<file path="src/rtl/div_sequencer_pkg.sv">
// Shared types and constants for the multi-cycle div/rem sequencer.
package div_sequencer_pkg;

  localparam int XLEN = 32;

  typedef enum logic [1:0] {
    IDLE = 2'd0,
    CALC = 2'd1,
    DONE = 2'd2
  } state_t;

  // ALU control codes handled by this block
  localparam logic [3:0] ALU_DIV = 4'd4;
  localparam logic [3:0] ALU_REM = 4'd6;

  // Special-case operand/result constants
  localparam logic [XLEN-1:0] DIV_BY_ZERO_Q = {XLEN{1'b1}};
  localparam logic [XLEN-1:0] INT_MIN       = {1'b1, {(XLEN-1){1'b0}}};

endpackage

</file>
<file path="src/rtl/div_sequencer_step.sv">
// One restoring-division step: shift {rem, quot} left, trial-subtract the
// divisor magnitude, keep or restore, and shift in the quotient bit.
module div_step #(
  parameter int WIDTH = 32
) (
  input  logic [WIDTH:0]   i_rem,
  input  logic [WIDTH-1:0] i_quot,
  input  logic [WIDTH:0]   i_dvs,
  output logic [WIDTH:0]   o_rem,
  output logic [WIDTH-1:0] o_quot
);

  // One guard bit above the 33-bit remainder gives the trial-subtract sign
  logic [WIDTH+1:0] w_shift;
  logic [WIDTH+1:0] w_diff;

  assign w_shift = {i_rem, i_quot[WIDTH-1]};
  assign w_diff  = w_shift - {1'b0, i_dvs};

  // Keep the difference when non-negative, otherwise restore the shifted remainder
  always_comb begin
    if (!w_diff[WIDTH+1]) begin
      o_rem  = w_diff[WIDTH:0];
      o_quot = {i_quot[WIDTH-2:0], 1'b1};
    end else begin
      o_rem  = w_shift[WIDTH:0];
      o_quot = {i_quot[WIDTH-2:0], 1'b0};
    end
  end

endmodule

</file>
<file path="src/rtl/div_sequencer.sv">
// Multi-cycle RV32M div/rem sequencer: 32-step restoring division on operand
// magnitudes with sign correction, stalling the core until the result is ready.
module div_sequencer #(
  parameter int WIDTH = 32
) (
  input  logic             clk,
  input  logic             reset,
  input  logic             start,
  input  logic             op_rem,
  input  logic [WIDTH-1:0] dividend,
  input  logic [WIDTH-1:0] divisor,
  output logic             stall,
  output logic             busy,
  output logic             result_valid,
  output logic [WIDTH-1:0] result
);

  import div_sequencer_pkg::*;

  localparam int CNT_W = 6;
  localparam logic [CNT_W-1:0] LAST_STEP = CNT_W'(WIDTH - 1);

  state_t           r_state;
  logic             r_op_rem;
  logic             r_sgn_dvd;
  logic             r_sgn_dvs;
  logic [WIDTH:0]   r_rem;
  logic [WIDTH-1:0] r_quot;
  logic [WIDTH:0]   r_dvs;
  logic [CNT_W-1:0] r_cnt;
  logic [WIDTH-1:0] r_result;
  logic             r_valid;

  logic [WIDTH-1:0] w_dvd_abs;
  logic [WIDTH-1:0] w_dvs_abs;
  logic             w_div_zero;
  logic             w_ovf;
  logic [WIDTH-1:0] w_special_res;
  logic [WIDTH:0]   w_next_rem;
  logic [WIDTH-1:0] w_next_quot;
  logic [WIDTH-1:0] w_final_res;

  // Two's-complement negate when requested; used for magnitudes and sign fix-up
  function automatic logic [WIDTH-1:0] apply_sign(input logic [WIDTH-1:0] mag,
                                                  input logic neg);
    return neg ? (~mag + 1'b1) : mag;
  endfunction

  // |INT_MIN| comes out as 0x80000000, which is exact when read unsigned
  assign w_dvd_abs = apply_sign(dividend, dividend[WIDTH-1]);
  assign w_dvs_abs = apply_sign(divisor, divisor[WIDTH-1]);

  assign w_div_zero = (divisor == '0);
  assign w_ovf      = (dividend == INT_MIN) && (divisor == DIV_BY_ZERO_Q);

  // Results for operands that never enter CALC
  always_comb begin
    w_special_res = '0;
    if (w_div_zero) begin
      w_special_res = r_op_rem_sel(op_rem, dividend, DIV_BY_ZERO_Q);
    end else begin
      w_special_res = r_op_rem_sel(op_rem, '0, INT_MIN);
    end
  end

  function automatic logic [WIDTH-1:0] r_op_rem_sel(input logic sel_rem,
                                                    input logic [WIDTH-1:0] rem_v,
                                                    input logic [WIDTH-1:0] quot_v);
    return sel_rem ? rem_v : quot_v;
  endfunction

  div_step #(.WIDTH(WIDTH)) u_step (
    .i_rem  (r_rem),
    .i_quot (r_quot),
    .i_dvs  (r_dvs),
    .o_rem  (w_next_rem),
    .o_quot (w_next_quot)
  );

  // Quotient sign follows sign mismatch; remainder follows the dividend
  assign w_final_res = r_op_rem ? apply_sign(w_next_rem[WIDTH-1:0], r_sgn_dvd)
                                : apply_sign(w_next_quot, r_sgn_dvd ^ r_sgn_dvs);

  // Sequencer FSM: accept in IDLE, iterate in CALC, present result in DONE
  always_ff @(posedge clk) begin
    if (reset) begin
      r_state  <= IDLE;
      r_valid  <= 1'b0;
      r_result <= '0;
      r_cnt    <= '0;
    end else begin
      case (r_state)
        IDLE: begin
          r_valid <= 1'b0;
          r_rem   <= '0;
          r_cnt   <= '0;
          if (start) begin
            r_op_rem  <= op_rem;
            r_sgn_dvd <= dividend[WIDTH-1];
            r_sgn_dvs <= divisor[WIDTH-1];
            r_quot    <= w_dvd_abs;
            r_dvs     <= {1'b0, w_dvs_abs};
            if (w_div_zero || w_ovf) begin
              r_result <= w_special_res;
              r_valid  <= 1'b1;
              r_state  <= DONE;
            end else begin
              r_state <= CALC;
            end
          end
        end
        CALC: begin
          r_rem  <= w_next_rem;
          r_quot <= w_next_quot;
          r_cnt  <= r_cnt + 1'b1;
          if (r_cnt == LAST_STEP) begin
            r_result <= w_final_res;
            r_valid  <= 1'b1;
            r_state  <= DONE;
          end
        end
        DONE: begin
          r_valid <= 1'b0;
          r_state <= IDLE;
        end
        default: begin
          r_valid <= 1'b0;
          r_state <= IDLE;
        end
      endcase
    end
  end

  // start only stalls in IDLE; reset masks it so the core is never held in reset
  assign stall        = !reset && (((r_state == IDLE) && start) || (r_state == CALC));
  assign busy         = (r_state == CALC);
  assign result_valid = r_valid;
  assign result       = r_result;

endmodule

</file>
<file path="config.mk">
export PLATFORM = sky130hd
export DESIGN_NAME = div_sequencer
export DESIGN_NICKNAME = d
export VERILOG_FILES = /design/src/rtl/div_sequencer_pkg.sv /design/src/rtl/div_sequencer_step.sv /design/src/rtl/div_sequencer.sv
export SDC_FILE = /design/constraint.sdc
export NUM_CORES = 1
export LEC_CHECK = 0
export CAP_MARGIN = 20
export CORE_MARGIN = 2
export CORE_UTILIZATION = 55
export DETAILED_ROUTE_END_ITERATION = 8
export HOLD_SLACK_MARGIN = 0.05
export PLACE_DENSITY = 0.77
export SLEW_MARGIN = 40
export SYNTH_ARGS = -nofsm -noshare
export SYNTH_HDL_FRONTEND = slang
export SYNTH_SLANG_ARGS = --single-unit
</file>
<file path="constraint.sdc">
create_clock -name clk -period 5.9 [get_ports clk]
set_input_delay 0.885 -clock clk [delete_from_list [all_inputs] [get_ports clk]]
set_output_delay 0.885 -clock clk [all_outputs]
set_load 0.1 [all_outputs]
</file>
==> Word level (Yosys, flattened, before mapping) <==
Cells that the tools add are included.
{ "totals": {"ff_bits": 141, "in_bits": 68, "out_inout_bits": 35, "word_cells": 70} }
{ "classes": {"add_sub_neg": 6, "eq_ne": 7, "muxes": 26, "n_bitwise": 6, "n_reduce_logical": 14} }
{ "op_table": {"columns": ["cell", "n"], "rows": [
  ["$mux 32", 11],
  ["$add 32x1->32 const B", 4],
  ["$not 32->32", 4],
  ["$pmux 32 s2", 2],
  ["$pmux 33 s2", 1],
  ["$eq 32x32->1 const B", 2],
  ["$sub 34x32->34", 1],
  ["$mux 33", 1],
  ["$logic_not 32->1", 1],
  ["$mux 31", 1],
  ["$pmux 6 s2", 1],
  ["$add 6x1->6 const B", 1],
  ["$eq 6x5->1 const B", 1],
  ["$mux 2", 3],
  ["$reduce_and 3->1", 2],
  ["$mux 1", 4],
  ["$ne 2x2->1 const B", 2],
  ["$pmux 2 s2", 1],
  ["$reduce_and 2->1", 2],
  ["$reduce_and 4->1", 1],
  ["$logic_and 1x1->1", 3],
  ["$eq 2x1->1 const B", 1],
  ["$logic_not 2->1", 1],
  ["$logic_or 1x1->1", 2],
  ["other kinds (6)", 6]
]} }

==> Logic depth before layout (Yosys ltp) <==
Gate-level depths: netlist of the first run.
{ "logic_depth": {"ltp_word": 8, "mapped_depth": 25} }

==> Hierarchy <==
Synthesis of the first run repeated with hierarchy kept, for this count alone.
{ "hier_totals": {"cells_unflattened": 1306, "area_unflattened_um2": 11448.5} }
{ "by_module_without_submodules": {"columns": ["module", "n_inst", "cells_each", "area_per_inst_um2"], "rows": [
  ["div_sequencer", 1, 883, 8494.4],
  ["div_step", 1, 423, 2954.1]
]} }

==> Least setup slack after synthesis of the first run <==
Ideal clock, no wire load.
{ "synth_path": {"path_type": "input to register", "start": "in reset", "end": "reg r_dvs[0], enable pin", "t_arrival_ns": 4.937, "setup_slack_ns": 0.436, "cell_stages": 3, "n_path_buf": 2, "cell_sequence": "clkbuf_1 > clkbuf_1 > nor4b_1"} }
{ "synth_via": {"elab_chain_cells": 2} }
{ "synth_rtl": {"columns": ["element", "line", "source"], "rows": [
  ["start: declaration", "div_sequencer.sv:7", "input logic reset,"],
  ["$not 1->1 (no source line)", null, null],
  ["$reduce_and 3->1 (no source line)", null, null],
  ["end signal: assignment", "div_sequencer.sv:102", "r_dvs <= {1'b0, w_dvs_abs};"],
  ["end: declaration", "div_sequencer.sv:29", "logic [WIDTH:0] r_dvs;"]
]} }
No other way between the ends.
A chain may end at the register's enable or synchronous reset.

==> Final worst setup path of the first run <==
{ "layout_path": {"start": "reg r_rem[9]", "end": "reg r_result[28], in the netlist result[28]"} }
{ "layout_via": {"elab_chain_cells": 8, "word_cells_on_any_way": 12, "classes_between": "add/sub (3); mux (7); bitwise (2)"} }
{ "layout_rtl": {"columns": ["element", "line", "source"], "rows": [
  ["start: declaration", "div_sequencer.sv:27", "logic [WIDTH:0] r_rem;"],
  ["start signal: assignment", "div_sequencer.sv:113", "r_rem <= w_next_rem;"],
  ["$sub 34x32->34", "div_sequencer_step.sv:18", "assign w_diff = w_shift - {1'b0, i_dvs};"],
  ["$mux 1 / $mux 33 (equally long branches)", "div_sequencer_step.sv:22", "if (!w_diff[WIDTH+1]) begin"],
  ["$not 32->32", "div_sequencer.sv:46", "return neg ? (~mag + 1'b1) : mag;"],
  ["$add 32x1->32", "div_sequencer.sv:46", null],
  ["$mux 32", "div_sequencer.sv:46", null],
  ["$mux 32 *", "div_sequencer.sv:81", "assign w_final_res = r_op_rem ? apply_sign(w_next_rem[WIDTH-1:0], r_sgn_dvd)"],
  ["$mux 32 *", "div_sequencer.sv:116", "if (r_cnt == LAST_STEP) begin"],
  ["$pmux 32 s2 *", "div_sequencer.sv:92", "case (r_state)"],
  ["end signal: assignment", "div_sequencer.sv:104", "r_result <= w_special_res;"],
  ["end signal: assignment", "div_sequencer.sv:117", "r_result <= w_final_res;"],
  ["end: declaration", "div_sequencer.sv:31", "logic [WIDTH-1:0] r_result;"]
]} }
Mark *: on every way between the ends. The rest lies on a longest branch, timed or not. The select of a mux whose other input is x is not followed.

==> reports/metrics.cfg, run 1 <==
[detailed_routing]
drtAntennaViolNets = 0
dr.pass1.iters = 6
viasPerCell = 6.395
wl_per_cell_um = 19.54
drt-total-wl_um = 33270
route.detailed.drc = 0
drtIter0Drc = 848
vias = 10890

[placed_design]
dpl.cell_count = 1671
place.gp.congestion = 0.9368
pre_cts_ws_ns = 0.3660
dpl.hpwl_um = 24730
port_buffers = 102

[cts]
clock-sinks = 141
cts_tree = yes
h-tree-depth = 4
cts-root-buf = clkbuf_16
cts_setup_buffers = 0
cts_buffers = 17
clk_latency_ns = 0.43
cts.clk_slew.worst_paths_ns = 0.07
clockBufferDepth = 2

[power_and_ir_drop]
p_int_w = 0.002198
p_clk_share_pct = 28.6
p_seq_share_pct = 34.5
finalPower_w = 0.003629
power.density_nw_per_um2 = 278.5
switching_share_pct = 39.45
ir_drop_mv = 0.2052
p_sw_w = 0.001432
p_comb_share_pct = 36.9
power_leakage_nw = 4.820

[timing]
period_minus_slack_ns = 5.524
slew_violations = 0
rsz0062_at_grt = no
finalWorstSetupSlack_ns = 0.3764
slew_headroom_pct = 41.94
max_freq_ghz = 0.1810
fin_crit_sh_pct = 93.62
timing.setup.tns_ns = 0
finalSetupViolCount = 0
fin_skew_ns = 0.01296
tightestPinTransition_ns = 0.8629
hold_viol_final = 0

[setup_path]
cp_max_fo = 6
reg2regPathDepth = 19
endpoint_kind = register
reg2reg_slack_ns = 0.38
rr_startpoint = r_rem[9]$_SDFFCE_PN0P_
crit_type = reg2reg
critPathLaunch = r_rem[9]$_SDFFCE_PN0P_
endpoint = result[28]$_SDFFE_PP0P_
r2r_end = result[28]$_SDFFE_PP0P_
critPathRequiredTime_ns = 6.22
cp.arrival_ns = 5.85
start_kind = register

[grt]
grt_overflow_total = 0
grt.total_usage_pct = 30.64
grt_pass1_vias = 10310
grt_pass1_wl_um = 53200
antenna_found_initial = 0
grt_max_degree = 64

[floorplan]
num_io_pins = 103
dieArea_um2 = 21790
start_util_pct = 56.07
fp.dieH_um = 147.6
die_width_um = 147.6
coreArea_um2 = 20230
rows = 52

[logic_synthesis]
synthArstFlopShare_pct = 0
syn_nets = 1446
syn_avg_cell_area_um2 = 8.473
synth-edff-count = 100
syn_area_um2 = 11350
synth_cell_types = 95
synth_ff_type = edfxtp_1
ys_seq_area_share_pct = 33.70
synth_seq_cells = 141
syn-instance-count = 1339
yosysWarnings = 0

[flow_run]
drv_cap = 0

[layout]
final_layout_size_suffix_gt1_share_pct = 9.491
layoutNonFillerInstCount = 1703
antenna_cells = 0
fill_cells = 1776
layout.core_utilization_pct = 64.40
area_growth_pct = 14.85
nNetsFinal = 1527

[hold_path]
whs_path_depth = 2
worstHoldStart = result[13]$_SDFFE_PP0P_
hold_path_class = reg2reg

[status]
status = completed

-- layout by cell type (no fill, tap or decap), types with 12 or more instances in the layout --
| master | count |
|---|---|
| o31ai_1 | 28 |
| or4_1 | 12 |
| xor2_1 | 60 |
| clkdlybuf4s50_1 | 67 |
| ha_1 | 37 |
| nor2_1 | 113 |
| nand4_1 | 22 |
| mux2i_1 | 27 |
| a21o_1 | 16 |
| buf_2 | 35 |
| nand2b_1 | 14 |
| o41ai_1 | 13 |
| inv_1 | 58 |
| dfxtp_1 | 41 |
| a211oi_1 | 21 |
| and2_1 | 12 |
| edfxtp_1 | 100 |
| nand3_1 | 29 |
| a21oi_1 | 76 |
| clkbuf_16 | 17 |
| or3_1 | 18 |
| nor4_1 | 23 |
| a31oi_1 | 15 |
| o211ai_1 | 12 |
| o21ai_1 | 17 |
| o21ai_0 | 113 |
| nor3_1 | 42 |
| buf_4 | 25 |
| xnor2_1 | 66 |
| nand2_1 | 132 |
-- Yosys cell counts (5+ instances only) --
| cell type | instances | area share (%) |
|---|---|---|
| a211oi_1 | 21 | 1.4 |
| a21o_1 | 16 | 1.1 |
| a21oi_1 | 76 | 3.4 |
| a221oi_1 | 5 | 0.39 |
| a311oi_1 | 7 | 0.54 |
| a31oi_1 | 15 | 0.83 |
| and2_1 | 12 | 0.66 |
| buf_2 | 21 | 0.93 |
| clkbuf_1 | 37 | 1.2 |
| dfxtp_1 | 41 | 7.2 |
| edfxtp_1 | 100 | 26 |
| ha_1 | 38 | 4.2 |
| inv_1 | 58 | 1.9 |
| mux2i_1 | 27 | 2.4 |
| nand2_1 | 133 | 4.4 |
| nand2b_1 | 15 | 0.83 |
| nand3_1 | 29 | 1.3 |
| nand4_1 | 22 | 1.2 |
| nor2_1 | 114 | 3.8 |
| nor2b_1 | 8 | 0.44 |
| nor3_1 | 43 | 1.9 |
| nor4_1 | 25 | 1.4 |
| o211a_1 | 5 | 0.44 |
| o211ai_1 | 12 | 0.79 |
| o21a_1 | 9 | 0.60 |
| o21ai_0 | 113 | 5.0 |
| o21ai_1 | 17 | 0.75 |
| o21bai_1 | 5 | 0.33 |
| o221ai_1 | 11 | 0.85 |
| o31ai_1 | 29 | 1.9 |
| o41ai_1 | 13 | 1.0 |
| or2_2 | 5 | 0.28 |
| or3_1 | 18 | 0.99 |
| or4_1 | 12 | 0.79 |
| xnor2_1 | 67 | 5.2 |
| xor2_1 | 60 | 4.6 |
-- power by group through the flow --
stage	Sequential (W)	Clock, W	Combinational (W)
final	0.00125	0.00104	0.00134
after global routing	0.00126	0.00109	0.00145
after CTS	0.00125	0.00104	0.00132
after detailed placement	0.00127	0	0.00131
after global placement	0.00127	0	0.00132
after floorplan	0.00142	0	0.000823
-- worst max-delay path: stages, from the launching register on --
cell and delay, ns:
edfxtp_1 0.44, ha_1 0.42, a21oi_1 0.39, o21ai_1 0.13, a32oi_1 0.30, a21oi_1 0.21, nor4_4 0.38, nor2_4 0.06
inv_1 0.16, mux2i_1 0.37, ha_1 0.29, inv_1 0.07, a2111oi_1 0.26, o31ai_1 0.23, nor4_4 0.25, a31oi_2 0.18
or4b_1 0.70, or3_1 0.42, nand4_1 0.10, nand2_1 0.05
-- registers in the layout (all words and copies together) (netlist names) --
| name | count |
|---|---|
| r_sgn_dvs | 1 |
| result | 32 |
| r_rem | 33 |
| r_sgn_dvd | 1 |
| r_cnt | 6 |
| result_valid | 1 |
| r_quot | 32 |
| r_state | 2 |
| r_dvs | 32 |
| r_op_rem | 1 |
-- metrics by stage --
step                      instance area, um^2  hold slack [ns]
after global routing                    13030           0.4731
after detailed placement                12470           0.4419
after floorplan                         11350           0.4706
after global placement                  12630           0.4348
final                                   13030           0.4558
after CTS                               13020           0.4576
-- routing by layer --
| layer | GRT usage (%) | up-vias | routed length (um) |
|---|---|---|---|
| met2 | 50.74 | 459 | 15800 |
| met3 | 5.401 | 71 | 2373 |
| met5 | 0 | - | 0 |
| met1 | 40.43 | 5189 | 14060 |
| li1 | - | 5172 | - |
| met4 | 11.01 | 0 | 1043 |
-- worst min-delay path by stage --
stage                                         end
after floorplan             r_cnt[2]$_SDFFE_PP0N_
after global placement     result[3]$_SDFFE_PP0P_
after detailed placement   result[3]$_SDFFE_PP0P_
after CTS                 result[13]$_SDFFE_PP0P_
after global routing       result[3]$_SDFFE_PP0P_
final                     result[13]$_SDFFE_PP0P_
-- cell type report --
class / instances / area, um^2 / share of cell area [%]
clock buffers: 19 / 432.9 / 3.322
well taps: 270 / 337.8 / 2.592
clock inverters: 13 / 117.6 / 0.9025
multi-input cells: 1072 / 7057 / 54.15
flip-flops and latches: 141 / 3824 / 29.34
inverters: 61 / 229.0 / 1.757
repair buffers: 127 / 1033 / 7.931
-- kinds of logic after synthesis --
logic type	share of synthesized area, %
adders and majority gates	4.367
AOI/OAI and AO/OA	23.67
DFF	33.70
and+or+nand+nor	21.00
muxes	2.900
xor gates and xnor gates	9.804
buffers and inverters	4.565
-- what timing repair did --
item | CTS | global route
hold buffers | 0 | 0
setup endpoints to repair | 0 | 3
resized for setup | 0 | 2
(Power assumes the default switching activity.)
==> run 2, diff against run 1 <==
--- a/config.mk
+++ b/config.mk
@@ -6,6 +6,7 @@
 export NUM_CORES = 1
 export LEC_CHECK = 0
 export CAP_MARGIN = 20
+export CORE_ASPECT_RATIO = 0.75
 export CORE_MARGIN = 2
 export CORE_UTILIZATION = 55
 export DETAILED_ROUTE_END_ITERATION = 8
==> reports/metrics.cfg, run 2 (same netlist as run 1, synthesis figures left out) <==
[status]
status = completed

[cts]
cts.clk_slew.worst_paths_ns = 0.07
postCtsHoldBufs = 0
clockBufferDepth = 2
cts-root-buf = clkbuf_16
clock-sinks = 141
cts_tree = yes
h-tree-depth = 4
clk_latency_ns = 0.44
cts_setup_buffers = 0
cts-resized-gates = 0
cts_buffers = 17

[timing]
timing.setup.tns_ns = 0
fin_skew_ns = 0.01031
slew_headroom_pct = 47.66
hold_viol_final = 0
tightestPinTransition_ns = 0.7835
slew_violations = 0
finalSetupViolCount = 0
rsz0062_at_grt = no
max_freq_ghz = 0.1815
fin_crit_sh_pct = 93.38
period_minus_slack_ns = 5.510

[power_and_ir_drop]
ir_drop_mv = 0.1961
power_leakage_nw = 4.850
power.density_nw_per_um2 = 279.3

[layout]
multi_input_area_um2 = 7071
fill_cells = 1725
mostFrequentLayoutCell = nand2_1
layoutNonFillerInstCount = 1692
antenna_cells = 0
final_layout_size_suffix_gt1_share_pct = 9.763
largest_register_ffs = 33
nNetsFinal = 1528
final_cell_mix = nand2_1, nor2_1, o21ai_0
final_area_um2 = 13030
regMostFlops = r_rem
area_growth_pct = 14.85
regArea_um2 = 3824

[grt]
antenna_found_initial = 0
met3_usage_pct = 6.183
grt_overflow_total = 0
grt_use_met2_pct = 47.35
grt.total_usage_pct = 30.95
grt_pass1_wl_um = 53050
grt_max_degree = 66
top_usage_layer = met2
grt_pass1_vias = 10120
use_met1_pct = 44.34

[detailed_routing]
viasPerCell = 6.514
dr.pass1.iters = 6
vias = 11020
wl_per_cell_um = 20.01
drtAntennaViolNets = 0
route.detailed.drc = 0
drt-total-wl_um = 33860
drtIter0Drc = 1352

[flow_run]
drv_cap = 0

[floorplan]
rows = 45
coreArea_um2 = 20210
start_util_pct = 56.13
fp.dieH_um = 128.4
dieArea_um2 = 21810
die_width_um = 169.8
num_io_pins = 103

[placed_design]
dpl.hpwl_um = 25480
port_buffers = 102
placed_area_um2 = 12470
dpl.cell_count = 1660
place.gp.congestion = 0.9517

[setup_path]
start_kind = register
cp.arrival_ns = 5.83
reg2reg_slack_ns = 0.39
endpoint_kind = register
crit_type = reg2reg
cp_max_fo = 14
critPathRequiredTime_ns = 6.22

[hold_path]
hold_path_class = reg2reg

[run 2: changes by cell type in the layout (fill, tap and decap cells not counted), moves of 2 or more]
cell        change
clkbuf_1        -2
clkinv_2        +3
clkinvlp_4      -4
inv_4           +4
[run 2: per-layer routing]
| layer | up-vias | share of wire (%) |
|---|---|---|
| li1 | 5174 | - |
| met1 | 5231 | 45 |
| met2 | 551 | 44 |
| met3 | 66 | 9.0 |
| met4 | 0 | 2.2 |
| met5 | - | 0 |
[run 2: layout make-up]
| class | count | area share [%] |
|---|---|---|
| inverters | 61 | 1.757 |
| clock inverters | 15 | 0.9121 |
| flip-flops and latches | 141 | 29.34 |
| multi-input cells | 1072 | 54.26 |
| repair buffers | 128 | 7.989 |
| clock buffers | 17 | 3.265 |
| well taps | 258 | 2.477 |
[run 2: worst paths after layout]
check                           cells after the start                       to               startpoint
worst max-delay path                               21  result[28]$_SDFFE_PP0P_  r_rem[17]$_SDFFCE_PN0P_
worst min-delay path                                2   result[3]$_SDFFE_PP0P_   result[3]$_SDFFE_PP0P_
worst max register to register                     21  result[28]$_SDFFE_PP0P_  r_rem[17]$_SDFFCE_PN0P_
worst min register to register                      2   result[3]$_SDFFE_PP0P_   result[3]$_SDFFE_PP0P_
[run 2: critical path, cell delays in order (launching register included)]
cell	delay (ns)
edfxtp_1	0.46
ha_2	0.42
a21oi_1	0.22
o21ai_1	0.15
a221oi_2	0.41
a21oi_1	0.22
nor4_4	0.37
nor2_4	0.06
inv_1	0.15
buf_4	0.18
nor2_1	0.05
a21oi_1	0.18
ha_1	0.25
inv_1	0.08
a2111oi_1	0.34
o31ai_1	0.25
nor4_4	0.24
a31oi_2	0.20
or4b_4	0.63
or3_1	0.39
nand4_1	0.10
nand2_1	0.05
[run 2: through the flow]
stage          power [W]  setup slack [ns]  utilization (%)  hold WS [ns]
6_report        0.003639            0.3904            64.47        0.4347
5_1_grt         0.003790           0.09865            64.47        0.4802
4_1_cts         0.003613            0.2608            64.36        0.4363
3_5_place_dp    0.002584            0.2806            61.67        0.4261
3_3_place_gp    0.002584            0.5487            62.48        0.4329
2_1_floorplan   0.002239            0.4361                -        0.4706
[run 2: report_power, final]
part / total [W] / switching, W / internal [W]
sequential: 0.00125 / 0.0000784 / 0.00117
clock: 0.00104 / 0.000458 / 0.000578
combinational: 0.00135 / 0.000906 / 0.000446
